File: src/rtl/pong_renderer.sv
// Pong scene renderer: latches sprite positions once per frame and turns the
// current pixel coordinate into a colour through a fixed two-stage pipeline.
module pong_renderer #(
    parameter int                X_POS_W       = 10,
    parameter int                Y_POS_W       = 10,
    parameter int                SCREEN_H_RES  = 640,
    parameter int                SCREEN_V_RES  = 480,
    parameter int                SCREEN_BORDER = 8,
    parameter int                PADDLE_WIDTH  = 8,
    parameter int                PADDLE_HEIGHT = 64,
    parameter int                BALL_SIDE     = 8,
    parameter int                RGB_W         = 12,
    parameter logic [RGB_W-1:0]  COL_BALL      = 12'hFFF,
    parameter logic [RGB_W-1:0]  COL_PLAYER    = 12'h0F0,
    parameter logic [RGB_W-1:0]  COL_ENEMY     = 12'hF00,
    parameter logic [RGB_W-1:0]  COL_NET       = 12'h888,
    parameter logic [RGB_W-1:0]  COL_BORDER    = 12'h00F,
    parameter logic [RGB_W-1:0]  COL_BG        = 12'h000
) (
    input  logic               clk_i,
    input  logic               rst_i,
    input  logic               new_frame_i,
    input  logic [X_POS_W-1:0] player_x_i,
    input  logic [Y_POS_W-1:0] player_y_i,
    input  logic [X_POS_W-1:0] enemy_x_i,
    input  logic [Y_POS_W-1:0] enemy_y_i,
    input  logic [X_POS_W-1:0] ball_x_i,
    input  logic [Y_POS_W-1:0] ball_y_i,
    input  logic [X_POS_W-1:0] pixel_x_i,
    input  logic [Y_POS_W-1:0] pixel_y_i,
    input  logic               visible_i,
    input  logic               hsync_i,
    input  logic               vsync_i,
    output logic [RGB_W-1:0]   rgb_o,
    output logic               hsync_o,
    output logic               vsync_o
);

    localparam logic [X_POS_W-1:0] NET_X_L    = X_POS_W'(SCREEN_H_RES / 2 - 1);
    localparam logic [X_POS_W-1:0] NET_X_R    = X_POS_W'(SCREEN_H_RES / 2);
    localparam logic [Y_POS_W-1:0] BORDER_TOP = Y_POS_W'(SCREEN_BORDER);
    localparam logic [Y_POS_W-1:0] BORDER_BOT = Y_POS_W'(SCREEN_V_RES - SCREEN_BORDER);

    // The extra top bit keeps pos+size from wrapping back to column/row 0.
    function automatic logic hit_x(input logic [X_POS_W-1:0] pix,
                                   input logic [X_POS_W-1:0] pos,
                                   input int                 size);
        return (pix >= pos) &&
               ({1'b0, pix} < ({1'b0, pos} + (X_POS_W+1)'(size)));
    endfunction

    function automatic logic hit_y(input logic [Y_POS_W-1:0] pix,
                                   input logic [Y_POS_W-1:0] pos,
                                   input int                 size);
        return (pix >= pos) &&
               ({1'b0, pix} < ({1'b0, pos} + (Y_POS_W+1)'(size)));
    endfunction

    logic [X_POS_W-1:0] player_x_r, enemy_x_r, ball_x_r;
    logic [Y_POS_W-1:0] player_y_r, enemy_y_r, ball_y_r;

    logic ball_hit_s, player_hit_s, enemy_hit_s, net_hit_s, border_hit_s;
    logic ball_hit_r, player_hit_r, enemy_hit_r, net_hit_r, border_hit_r;
    logic visible_d1_r, hsync_d1_r, vsync_d1_r;

    logic [RGB_W-1:0] rgb_r;
    logic             hsync_r, vsync_r;

    // Shadow copies of the sprite positions, refreshed only at frame start.
    always_ff @(posedge clk_i) begin
        if (rst_i) begin
            player_x_r <= {X_POS_W{1'b0}};
            player_y_r <= {Y_POS_W{1'b0}};
            enemy_x_r  <= {X_POS_W{1'b0}};
            enemy_y_r  <= {Y_POS_W{1'b0}};
            ball_x_r   <= {X_POS_W{1'b0}};
            ball_y_r   <= {Y_POS_W{1'b0}};
        end else if (new_frame_i) begin
            player_x_r <= player_x_i;
            player_y_r <= player_y_i;
            enemy_x_r  <= enemy_x_i;
            enemy_y_r  <= enemy_y_i;
            ball_x_r   <= ball_x_i;
            ball_y_r   <= ball_y_i;
        end else begin
            player_x_r <= player_x_r;
            player_y_r <= player_y_r;
            enemy_x_r  <= enemy_x_r;
            enemy_y_r  <= enemy_y_r;
            ball_x_r   <= ball_x_r;
            ball_y_r   <= ball_y_r;
        end
    end

    // Per-element hit tests against the current pixel.
    always_comb begin
        ball_hit_s   = hit_x(pixel_x_i, ball_x_r, BALL_SIDE) &&
                       hit_y(pixel_y_i, ball_y_r, BALL_SIDE);
        player_hit_s = hit_x(pixel_x_i, player_x_r, PADDLE_WIDTH) &&
                       hit_y(pixel_y_i, player_y_r, PADDLE_HEIGHT);
        enemy_hit_s  = hit_x(pixel_x_i, enemy_x_r, PADDLE_WIDTH) &&
                       hit_y(pixel_y_i, enemy_y_r, PADDLE_HEIGHT);
        // Two-pixel-wide net drawn as 16-row dashes.
        net_hit_s    = ((pixel_x_i == NET_X_L) || (pixel_x_i == NET_X_R)) &&
                       (pixel_y_i[4] == 1'b0);
        border_hit_s = (pixel_y_i < BORDER_TOP) || (pixel_y_i >= BORDER_BOT);
    end

    // Stage 1: hit flags plus visible/sync delayed alongside them.
    always_ff @(posedge clk_i) begin
        if (rst_i) begin
            ball_hit_r   <= 1'b0;
            player_hit_r <= 1'b0;
            enemy_hit_r  <= 1'b0;
            net_hit_r    <= 1'b0;
            border_hit_r <= 1'b0;
            visible_d1_r <= 1'b0;
            hsync_d1_r   <= 1'b1;
            vsync_d1_r   <= 1'b1;
        end else begin
            ball_hit_r   <= ball_hit_s;
            player_hit_r <= player_hit_s;
            enemy_hit_r  <= enemy_hit_s;
            net_hit_r    <= net_hit_s;
            border_hit_r <= border_hit_s;
            visible_d1_r <= visible_i;
            hsync_d1_r   <= hsync_i;
            vsync_d1_r   <= vsync_i;
        end
    end

    // Stage 2: priority colour select, blanked outside the active area.
    always_ff @(posedge clk_i) begin
        if (rst_i) begin
            rgb_r   <= {RGB_W{1'b0}};
            hsync_r <= 1'b1;
            vsync_r <= 1'b1;
        end else begin
            hsync_r <= hsync_d1_r;
            vsync_r <= vsync_d1_r;
            if (!visible_d1_r)     rgb_r <= {RGB_W{1'b0}};
            else if (ball_hit_r)   rgb_r <= COL_BALL;
            else if (player_hit_r) rgb_r <= COL_PLAYER;
            else if (enemy_hit_r)  rgb_r <= COL_ENEMY;
            else if (net_hit_r)    rgb_r <= COL_NET;
            else if (border_hit_r) rgb_r <= COL_BORDER;
            else                   rgb_r <= COL_BG;
        end
    end

    assign rgb_o   = rgb_r;
    assign hsync_o = hsync_r;
    assign vsync_o = vsync_r;

endmodule
File: config.mk
export PLATFORM = sky130hd
export DESIGN_NAME = pong_renderer
export DESIGN_NICKNAME = d
export VERILOG_FILES = /design/src/rtl/pong_renderer.sv
export SDC_FILE = /design/constraint.sdc
export NUM_CORES = 1
export LEC_CHECK = 0
export CAP_MARGIN = 20
export CELL_PAD_IN_SITES_DETAIL_PLACEMENT = 1
export CELL_PAD_IN_SITES_GLOBAL_PLACEMENT = 1
export CORE_MARGIN = 2
export CORE_UTILIZATION = 35
export CTS_BUF_LIST = sky130_fd_sc_hd__clkbuf_4
export DETAILED_ROUTE_END_ITERATION = 10
export PLACE_DENSITY_LB_ADDON = 0.1
export SLEW_MARGIN = 20
export SYNTH_ARGS = -nofsm -noshare
export SYNTH_HDL_FRONTEND = slang
export SYNTH_SLANG_ARGS = --single-unit
File: constraint.sdc
create_clock -name clk_i -period 5.45 [get_ports clk_i]
set_input_delay 1.09 -clock clk_i [delete_from_list [all_inputs] [get_ports clk_i]]
set_output_delay 1.09 -clock clk_i [all_outputs]
set_load 0.01 [all_outputs]
==> run metrics, run 1 <==
status=finished, final reports clean; pwr dens=approximately 190 mW/mm^2; vias per inst=a little over 5; WL final=between 10000 and 15000 microns; Synth Flop Type=dfxtp_1; synth-to-layout area growth=22.8%; final core occ=0.440; post-synthesis simple-gate area fraction=0.155; final hold vios=0; count of cell types in the netlist=50; post-synthesis async set-or-reset flop share=0; Compound-Gate Fraction of Synth Area=0.118; post-route ant nets=0; most common cell in the netlist=ha_1; Final min period=3020 ps; HPWL after DPL=approximately 12000 microns; CP Launch Type=primary input; main area contributors after synthesis=dfxtp_1 (28%), ha_1 (23%), mux2i_1 (11%), nor2_1 (5.6%), inv_1 (4.5%); VDD IR-drop max=approximately 0.093 mV; post-synth top area share=0.279; Initial Util=0.358; io pins=100; syn_nets=806; synthesized cell area=about 0.0054 sq mm; TritonCTS clock tree=built; crit path kind=in -> reg; met2 wire len=just under 7000 microns; worst-skew pair later-pin latency=450 ps; number of core rows=45; I/O Buffers=99; post-CTS setup buffer count=0; CP arrival=roughly 3300 ps; total gr overflow=0; min-delay worst type=reg -> reg; met3 WL post-DR=approximately 530 microns; DR pass1 iterations=6; core box area=~0.015 sq mm; Starting DRT DRC Count=between 100 and 150; Crit Path Max Fanout=8; first-pass GRT wire length=about 24000 microns; Post-CTS Resized=0; GRT Total Usage=0.186; Root Buffer=clkbuf_4; Clock Sink Count=76; clock-pin slew on the worst setup and hold paths=between 100 and 150 ps; Final Net Count=approximately 900; Adder-Cell Fraction of Synth Area=0.234; largest net degree at the start of global routing=61; synthesized flop and latch total=76; main combinational cell family by area after synthesis=adder cells; RSZ-0062 raised after global routing=false; Lkg Pwr=roughly 2.8 nW; setup tns final=0 ps; Die Ht=between 100 and 150 microns; Via Count=~4700; post-synthesis mux area share=0.110; Synth area leader=dfxtp_1; proportion of layout cells with a drive suffix above 1=0.0351; H-tree depth=3; Placer Congestion=between 0.8 and 0.9; post-synthesis sequential area ratio=0.279; Post-Syn Instances=618; Relative slew margins=0.334; CTS Hold Bufs=0; M1 wire length=approximately 7000 microns; Remaining DRCs=0; Commonest cells post-synth=ha_1 (102), nor2_1 (81), dfxtp_1 (76), inv_1 (65), mux2i_1 (60); Data required, critical path=slightly below 6000 ps; Finish-stage setup viols=0; CTS Buf Count=9; final instance area=0.00669 sq mm; Die Area=0.0166 sq mm; placement-stage cell area=roughly 0.0066 sq mm; number of global-route vias before repair=5003; Post-synth EDFFs=0; uppermost routed layer=met4; Final Cycle Share=0.553; initial antenna violation count=1; Critical Path End Type=flop; Slew Limit Fails=0; Worst Clk Skew=~21 ps; Die X=129 microns; synth warn=0; max_cap viols=0; Clock Path Buffers=2; Achievable Freq=roughly 330 MHz; XOR/XNOR Fraction of Synth Area=0.0386; drt wl/cell=16.2 microns; worst hold slack=between 400 and 500 ps; worst-margin pin slew=between 900 and 1000 ps; Synth Area per Inst=approximately 8.8 sq um
final timing paths:
kind	startpoint	to	slack (ps)	cells after the start
max reg2reg	player_x_r[3]	player_hit_r	2840	10
min reg2reg	vsync_d1_r	vsync_o	420	1
min	vsync_d1_r	vsync_o	420	1
max	pixel_y_i[8]	enemy_hit_r	2430	6
cell usage in the layout, fill, tap and decap left out, drive strengths merged, types with 3 or more instances in the layout:
master,count
and3,3
mux2i,60
a211oi,12
clkinv,4
a21o,5
nor2b,6
nor3,6
o2111ai,3
nand3,26
nand4,5
or3,4
nand2b,7
buf,3
clkdlybuf4s50,97
dfxtp,76
or2,5
a2111oi,5
nor4,4
o21a,4
o31ai,5
or4,3
o22ai,4
a21oi,30
inv,68
a31oi,4
xnor2,24
o21ai,9
o211ai,4
nor2,81
clkbuf,10
nand2,14
ha,102
report_power, final:
group | internal [mW] | switching (mW)
registers | 0.586 | 0.0271
logic | 0.182 | 0.179
clock network | 0.0988 | 0.215
total | 0.867 | 0.422
routing by layer:
metal  track usage  vias up
li1              -     2358
met1         0.232     2198
met2         0.326       84
met3        0.0295       21
met4        0.0665        0
met5             0        -
critical path, stage by stage:
cell,delay (ps)
clkdlybuf4s50_1,720
ha_1,310
a2111oi_0,520
o31ai_1,170
o211ai_1,420
a211oi_1,100
cell families after synthesis:
kind of cell,after synthesis
muxes,60
buffers and inverters,88
xor gates and xnor gates,24
AOI/OAI and AO/OA,95
DFF,76
adders and majority gates,102
and+or+nand+nor,173
through the flow:
step	power, mW	setup WS, ps	instances
CTS	1.32	2400	901
detailed placement	0.990	1890	885
floorplan	0.836	3110	618
finish	1.29	2430	902
global placement	0.971	1970	885
global route	1.38	2300	902
cell type report:
type,count,area [sq um]
antenna,1,2.50
clock buffer,10,75.1
clock inverter,6,40.0
fill,1810,8510
inverter,67,251
multi-input combinational,454,3570
sequential,76,1520
tap,188,235
timing repair buffer,100,991
state kept, by name, indices dropped and copies added, names as in the netlist:
register,count
player_x_r,10
border_hit_r,1
hsync_d1_r,1
enemy_x_r,10
enemy_y_r,10
hsync_o,1
ball_x_r,10
visible_d1_r,1
ball_y_r,10
player_y_r,10
net_hit_r,1
enemy_hit_r,1
rgb_o,6
player_hit_r,1
vsync_d1_r,1
ball_hit_r,1
vsync_o,1
No activity file was read; power rests on OpenSTA's default activity.
==> inputs of run 2 (changes only) <==
==> constraint.sdc (replaced) <==
create_clock -name clk_i -period 3.1 [get_ports clk_i]
set_input_delay 0.62 -clock clk_i [delete_from_list [all_inputs] [get_ports clk_i]]
set_output_delay 0.62 -clock clk_i [all_outputs]
set_load 0.01 [all_outputs]
==> run 2 against run 1 <==
Effect of this change:
- first-iteration DRC count up 16%
- highest routed layer unchanged
- total power up 96%
- register-to-register slack worse by 2300 ps
- global-route usage up 0.30 points
- largest cell class unchanged
- setup slack worse by 1900 ps
- via count up 1.9%
==> run metrics, run 2 (same netlist as run 1, synthesis figures left out) <==
Worst Clk Skew=about 16 ps; r2r setup slk=around 540 ps; sequence of cells on the critical path=ha_1 > nand2_1 > or3_1 > xnor2_1 > ha_1 > a21oi_1 > nand2_1 > a2111oi_4 > o311ai_1 > nor3b_2; met2 wire len=just over 7000 microns; Via Count=between 4000 and 5000; total gr overflow=0; HPWL after DPL=approximately 12000 microns; final hold vios=0; Placer Congestion=0.871; Switching Fraction=0.299; Crit Path Max Fanout=5; Slew Limit Fails=0; met3 WL post-DR=around 580 microns; crit path kind=reg -> reg; TritonCTS clock tree=built; worst-skew pair later-pin latency=roughly 460 ps; DR pass1 iterations=4; first-pass GRT wire length=around 24000 microns; Final min period=2560 ps; M1 wire length=roughly 7000 microns; uppermost routed layer=met4; io pins=100; Initial Util=0.358; core box area=0.0152 sq mm; Finish-stage setup viols=0; CTS Hold Bufs=0; WL final=15000 microns; post-route ant nets=0; Post-CTS Resized=0; worst-margin pin slew=553 ps; max_cap viols=0; Relative slew margins=0.631; GRT Total Usage=0.189; Final Net Count=902; CTS Buf Count=9; cell family with most CP delay=simple AND/OR/NAND/NOR gates; Clock Sink Count=between 70 and 80; post-CTS setup buffer count=0; P_sw=~0.76 mW; Seq pwr share=0.425; Die Ht=about 130 microns; CP Launch Type=flop; VDD IR-drop max=between 0.15 and 0.2 mV; RSZ-0062 raised after global routing=false; number of global-route vias before repair=4986; number of core rows=45; initial antenna violation count=1; drt wl/cell=16.5 microns; Data required, critical path=about 3500 ps; CP arrival=2970 ps; most common cell after layout, fill and taps aside=ha_1; most frequent cells in the layout=ha_1 (102), clkdlybuf4s50_1 (97), nor2_1 (81), dfxtp_1 (76), inv_1 (65); Root Buffer=clkbuf_4; Int Power=about 1.8 mW; Power, Total=2.53 mW; worst hold slack=approximately 420 ps; Final Cycle Share=0.827; Clock Path Buffers=2; clock-pin slew on the worst setup and hold paths=roughly 140 ps; Die Area=0.0166 sq mm; Die X=about 130 microns; H-tree depth=3; min-delay worst type=reg -> reg; Critical Path Slowest Stage Cell=dfxtp_1; Starting DRT DRC Count=149; largest net degree at the start of global routing=28; pwr dens=between 300 and 400 mW/mm^2; vias per inst=~5.2; setup tns final=0 ps; combinational share of power=0.257; synth-to-layout area growth=25.0%; I/O Buffers=a little under 100; status=finished, final reports clean; critical path's largest stage delay=around 450 ps; Achievable Freq=a little under 400 MHz; Lkg Pwr=2.86 nW; Critical Path End Type=flop; clock power share=0.318; proportion of layout cells with a drive suffix above 1=0.0431; Remaining DRCs=0; worst path buffer plus inverter count=0
[run 2: changes by cell type in the layout (fill, tap and decap cells not counted), sizes merged]
cell / delta
inv: -1
clkinv: -1
clkinvlp: -1
buf: +6
diode: +1
bufinv: +3
[run 2: worst register-to-register path, stage by stage (launching register included)]
cell and delay [ps]:
dfxtp_1 450, ha_1 240, nand2_1 70, or3_1 370, xnor2_1 190, ha_1 290, a21oi_1 150, nand2_1 100
a2111oi_4 340, o311ai_1 160, nor3b_2 170
[run 2: power by group through the flow]
stage,logic (mW),registers [mW],clock network [mW]
2_1_floorplan,0.386,1.08,0
3_3_place_gp,0.614,1.10,0
3_5_place_dp,0.650,1.10,0
4_1_cts,0.658,1.08,0.844
5_1_grt,0.734,1.08,0.885
6_report,0.649,1.08,0.804
[run 2: final cells by class]
| type | count | area (sq um) |
|---|---|---|
| sequential | 76 | 1520 |
| multi-input combinational | 454 | 3570 |
| clock buffer | 10 | 75.1 |
| fill | 1807 | 8390 |
| antenna | 2 | 5.00 |
| clock inverter | 6 | 113 |
| tap | 188 | 235 |
| inverter | 67 | 251 |
| timing repair buffer | 106 | 1040 |
[run 2: worst paths after layout]
check	start	endpoint	cells past startpoint
worst max-delay path	player_x_r[3]	player_hit_r	10
worst min-delay path	hsync_d1_r	hsync_o	1
worst max register to register	player_x_r[3]	player_hit_r	10
worst min register to register	hsync_d1_r	hsync_o	1
[run 2: routing by layer]
metal,global-route usage,up-vias
met5,0,-
met4,0.0550,0
met3,0.0387,13
met2,0.332,90
met1,0.234,2270
li1,-,2376
[run 2: through the flow]
stage | utilization | cell area, sq um | setup WS [ps] | instances
after global routing | 0.448 | 6810 | 331 | 909
final | 0.448 | 6810 | 535 | 909
after floorplan | - | 5450 | 761 | 618
after global placement | 0.435 | 6620 | 265 | 891
after detailed placement | 0.435 | 6620 | 266 | 891
after CTS | 0.448 | 6810 | 496 | 907
==> inputs of run 3 (changes only) <==
==> constraint.sdc (replaced) <==
create_clock -name clk_i -period 2.7 [get_ports clk_i]
set_input_delay 0.54 -clock clk_i [delete_from_list [all_inputs] [get_ports clk_i]]
set_output_delay 0.54 -clock clk_i [all_outputs]
set_load 0.01 [all_outputs]
==> run 3 against run 2 <==
Effect of this change:
- sequential share of layout area fell by 0.28 points
- die area did not move
- sequential cell count did not move
- combinational power rose by 18%
- maximum frequency rose by 3.1%
- non-clock buffer count rose by 14
- core utilization rose by 0.60 points
- total power rose by 12%
- critical path type unchanged
- critical endpoint unchanged
==> run metrics, run 3 (same netlist as run 1, synthesis figures left out) <==
crit path kind=reg -> reg; clock power share=0.292; DR pass1 iterations=4; Int Power=~2 mW; H-tree depth=3; Achievable Freq=~400 MHz; post-route ant nets=0; Worst Clk Skew=~17 ps; Clock Path Buffers=2; GRT Total Usage=0.190; status=finished, final reports clean; combinational share of power=0.272; Relative slew margins=0.582; worst-margin pin slew=~630 ps; Placed Cells=approximately 910; CTS Hold Bufs=0; Final Net Count=just over 900; proportion of layout cells with a drive suffix above 1=0.0628; register area=~0.0015 sq mm; Finish-stage setup viols=0; VDD IR-drop max=roughly 0.2 mV; cell family with most CP delay=simple AND/OR/NAND/NOR gates; total gr overflow=0; synth-to-layout area growth=26.7%; worst path buffer plus inverter count=0; first-pass GRT wire length=approximately 25000 microns; min-delay worst type=reg -> reg; critical path's largest stage delay=~380 ps; Post-CTS Resized=0; Final Cycle Share=0.922; Die Area=between 0.015 and 0.02 sq mm; Slew Limit Fails=0; sequence of cells on the critical path=ha_1 > nand2_1 > or3_1 > xnor2_1 > ha_1 > a21oi_1 > nand2_1 > a2111oi_4 > o311ai_1 > nor3b_2; Root Buffer=clkbuf_4; worst hold slack=about 420 ps; Crit Path Max Fanout=4; final hold vios=0; number of global-route vias before repair=~5000; WL final=about 15000 microns; Switching Fraction=0.307; area occupied by multi-input gates=about 0.0036 sq mm; Starting DRT DRC Count=138; Seq pwr share=0.436; largest net degree at the start of global routing=35; Via Count=4787; Final min period=2490 ps; Critical Path End Type=flop; max_cap viols=0; Critical Path Slowest Stage Cell=dfxtp_2; initial antenna violation count=1; final std cells w/o fill=about 920; worst-skew pair later-pin latency=~460 ps; core box area=0.0152 sq mm; TritonCTS clock tree=built; number of core rows=45; most frequent cells in the layout=ha_1 (102), clkdlybuf4s50_1 (97), nor2_1 (81), dfxtp_1 (75), inv_1 (65); I/O Buffers=just under 100; P_sw=roughly 0.87 mW; RSZ-0062 raised after global routing=false; clock-pin slew on the worst setup and hold paths=~140 ps; HPWL after DPL=between 10000 and 15000 microns; CTS Buf Count=9; post-CTS setup buffer count=0; Lkg Pwr=between 2 and 3 nW; Placer Congestion=~0.9; Worst Setup Slack, final=211 ps; io pins=100; Power, Total=2.83 mW; Clock Sink Count=between 70 and 80; drt wl/cell=roughly 16 microns; filler cell count=1793; Remaining DRCs=0; vias per inst=5.19; most common cell after layout, fill and taps aside=ha_1; Die X=129 microns; Initial Util=0.358; Die Ht=around 130 microns; DP Worst Slack=-89.9 ps; CP arrival=roughly 2900 ps; CP Launch Type=flop; Data required, critical path=around 3100 ps; pwr dens=409 mW/mm^2
==> run 3: cell count changes in the layout (fill, tap and decap cells not counted) <==
cell	change
clkinv_2	+1
dfxtp_1	-1
dfxtp_2	+1
diode_2	-1
clkinv_4	-1
inv_6	+1
bufinv_16	-1
buf_4	+13
buf_12	+1
==> run 3: worst paths after layout <==
kind / from / to / slack, ps / cells past startpoint
hold reg to reg: hsync_d1_r / hsync_o / 420 / 1
setup / recovery: player_x_r[4] / player_hit_r / 210 / 10
hold / removal: hsync_d1_r / hsync_o / 420 / 1
setup reg to reg: player_x_r[4] / player_hit_r / 210 / 10
==> run 3: metrics by stage <==
step / utilization / TNS [ps] / area (sq um)
after floorplan: - / 0 / 5450
after detailed placement: 0.443 / -89.9 / 6740
after CTS: 0.454 / 0 / 6900
after global placement: 0.443 / -90.4 / 6740
final: 0.454 / 0 / 6900
after global routing: 0.454 / 0 / 6900
==> run 3: power groups by stage <==
stage / Clock, mW / Combinational [mW] / Sequential [mW]
2_1_floorplan: 0 / 0.443 / 1.24
3_3_place_gp: 0 / 0.728 / 1.25
3_5_place_dp: 0 / 0.768 / 1.26
4_1_cts: 0.868 / 0.775 / 1.23
5_1_grt: 0.907 / 0.868 / 1.24
6_report: 0.826 / 0.768 / 1.23
==> run 3: layout make-up <==
class,instances,area share
repair buffers,120,0.167
inverters,67,0.0364
multi-input cells,454,0.518
diodes,1,0.000363
clock inverters,6,0.0127
well taps,188,0.0341
clock buffers,10,0.0109
flip-flops and latches,76,0.221
==> run 3: per-layer routing <==
layer  part of all wire  GRT usage  routed length [microns]  up-vias
met4              0.027     0.0831                      410        0
li1                   -          -                        -     2403
met5                  0          0                        0        -
met1               0.47      0.236                     7100     2272
met3              0.034     0.0328                      521       28
met2               0.47      0.323                     7130       84
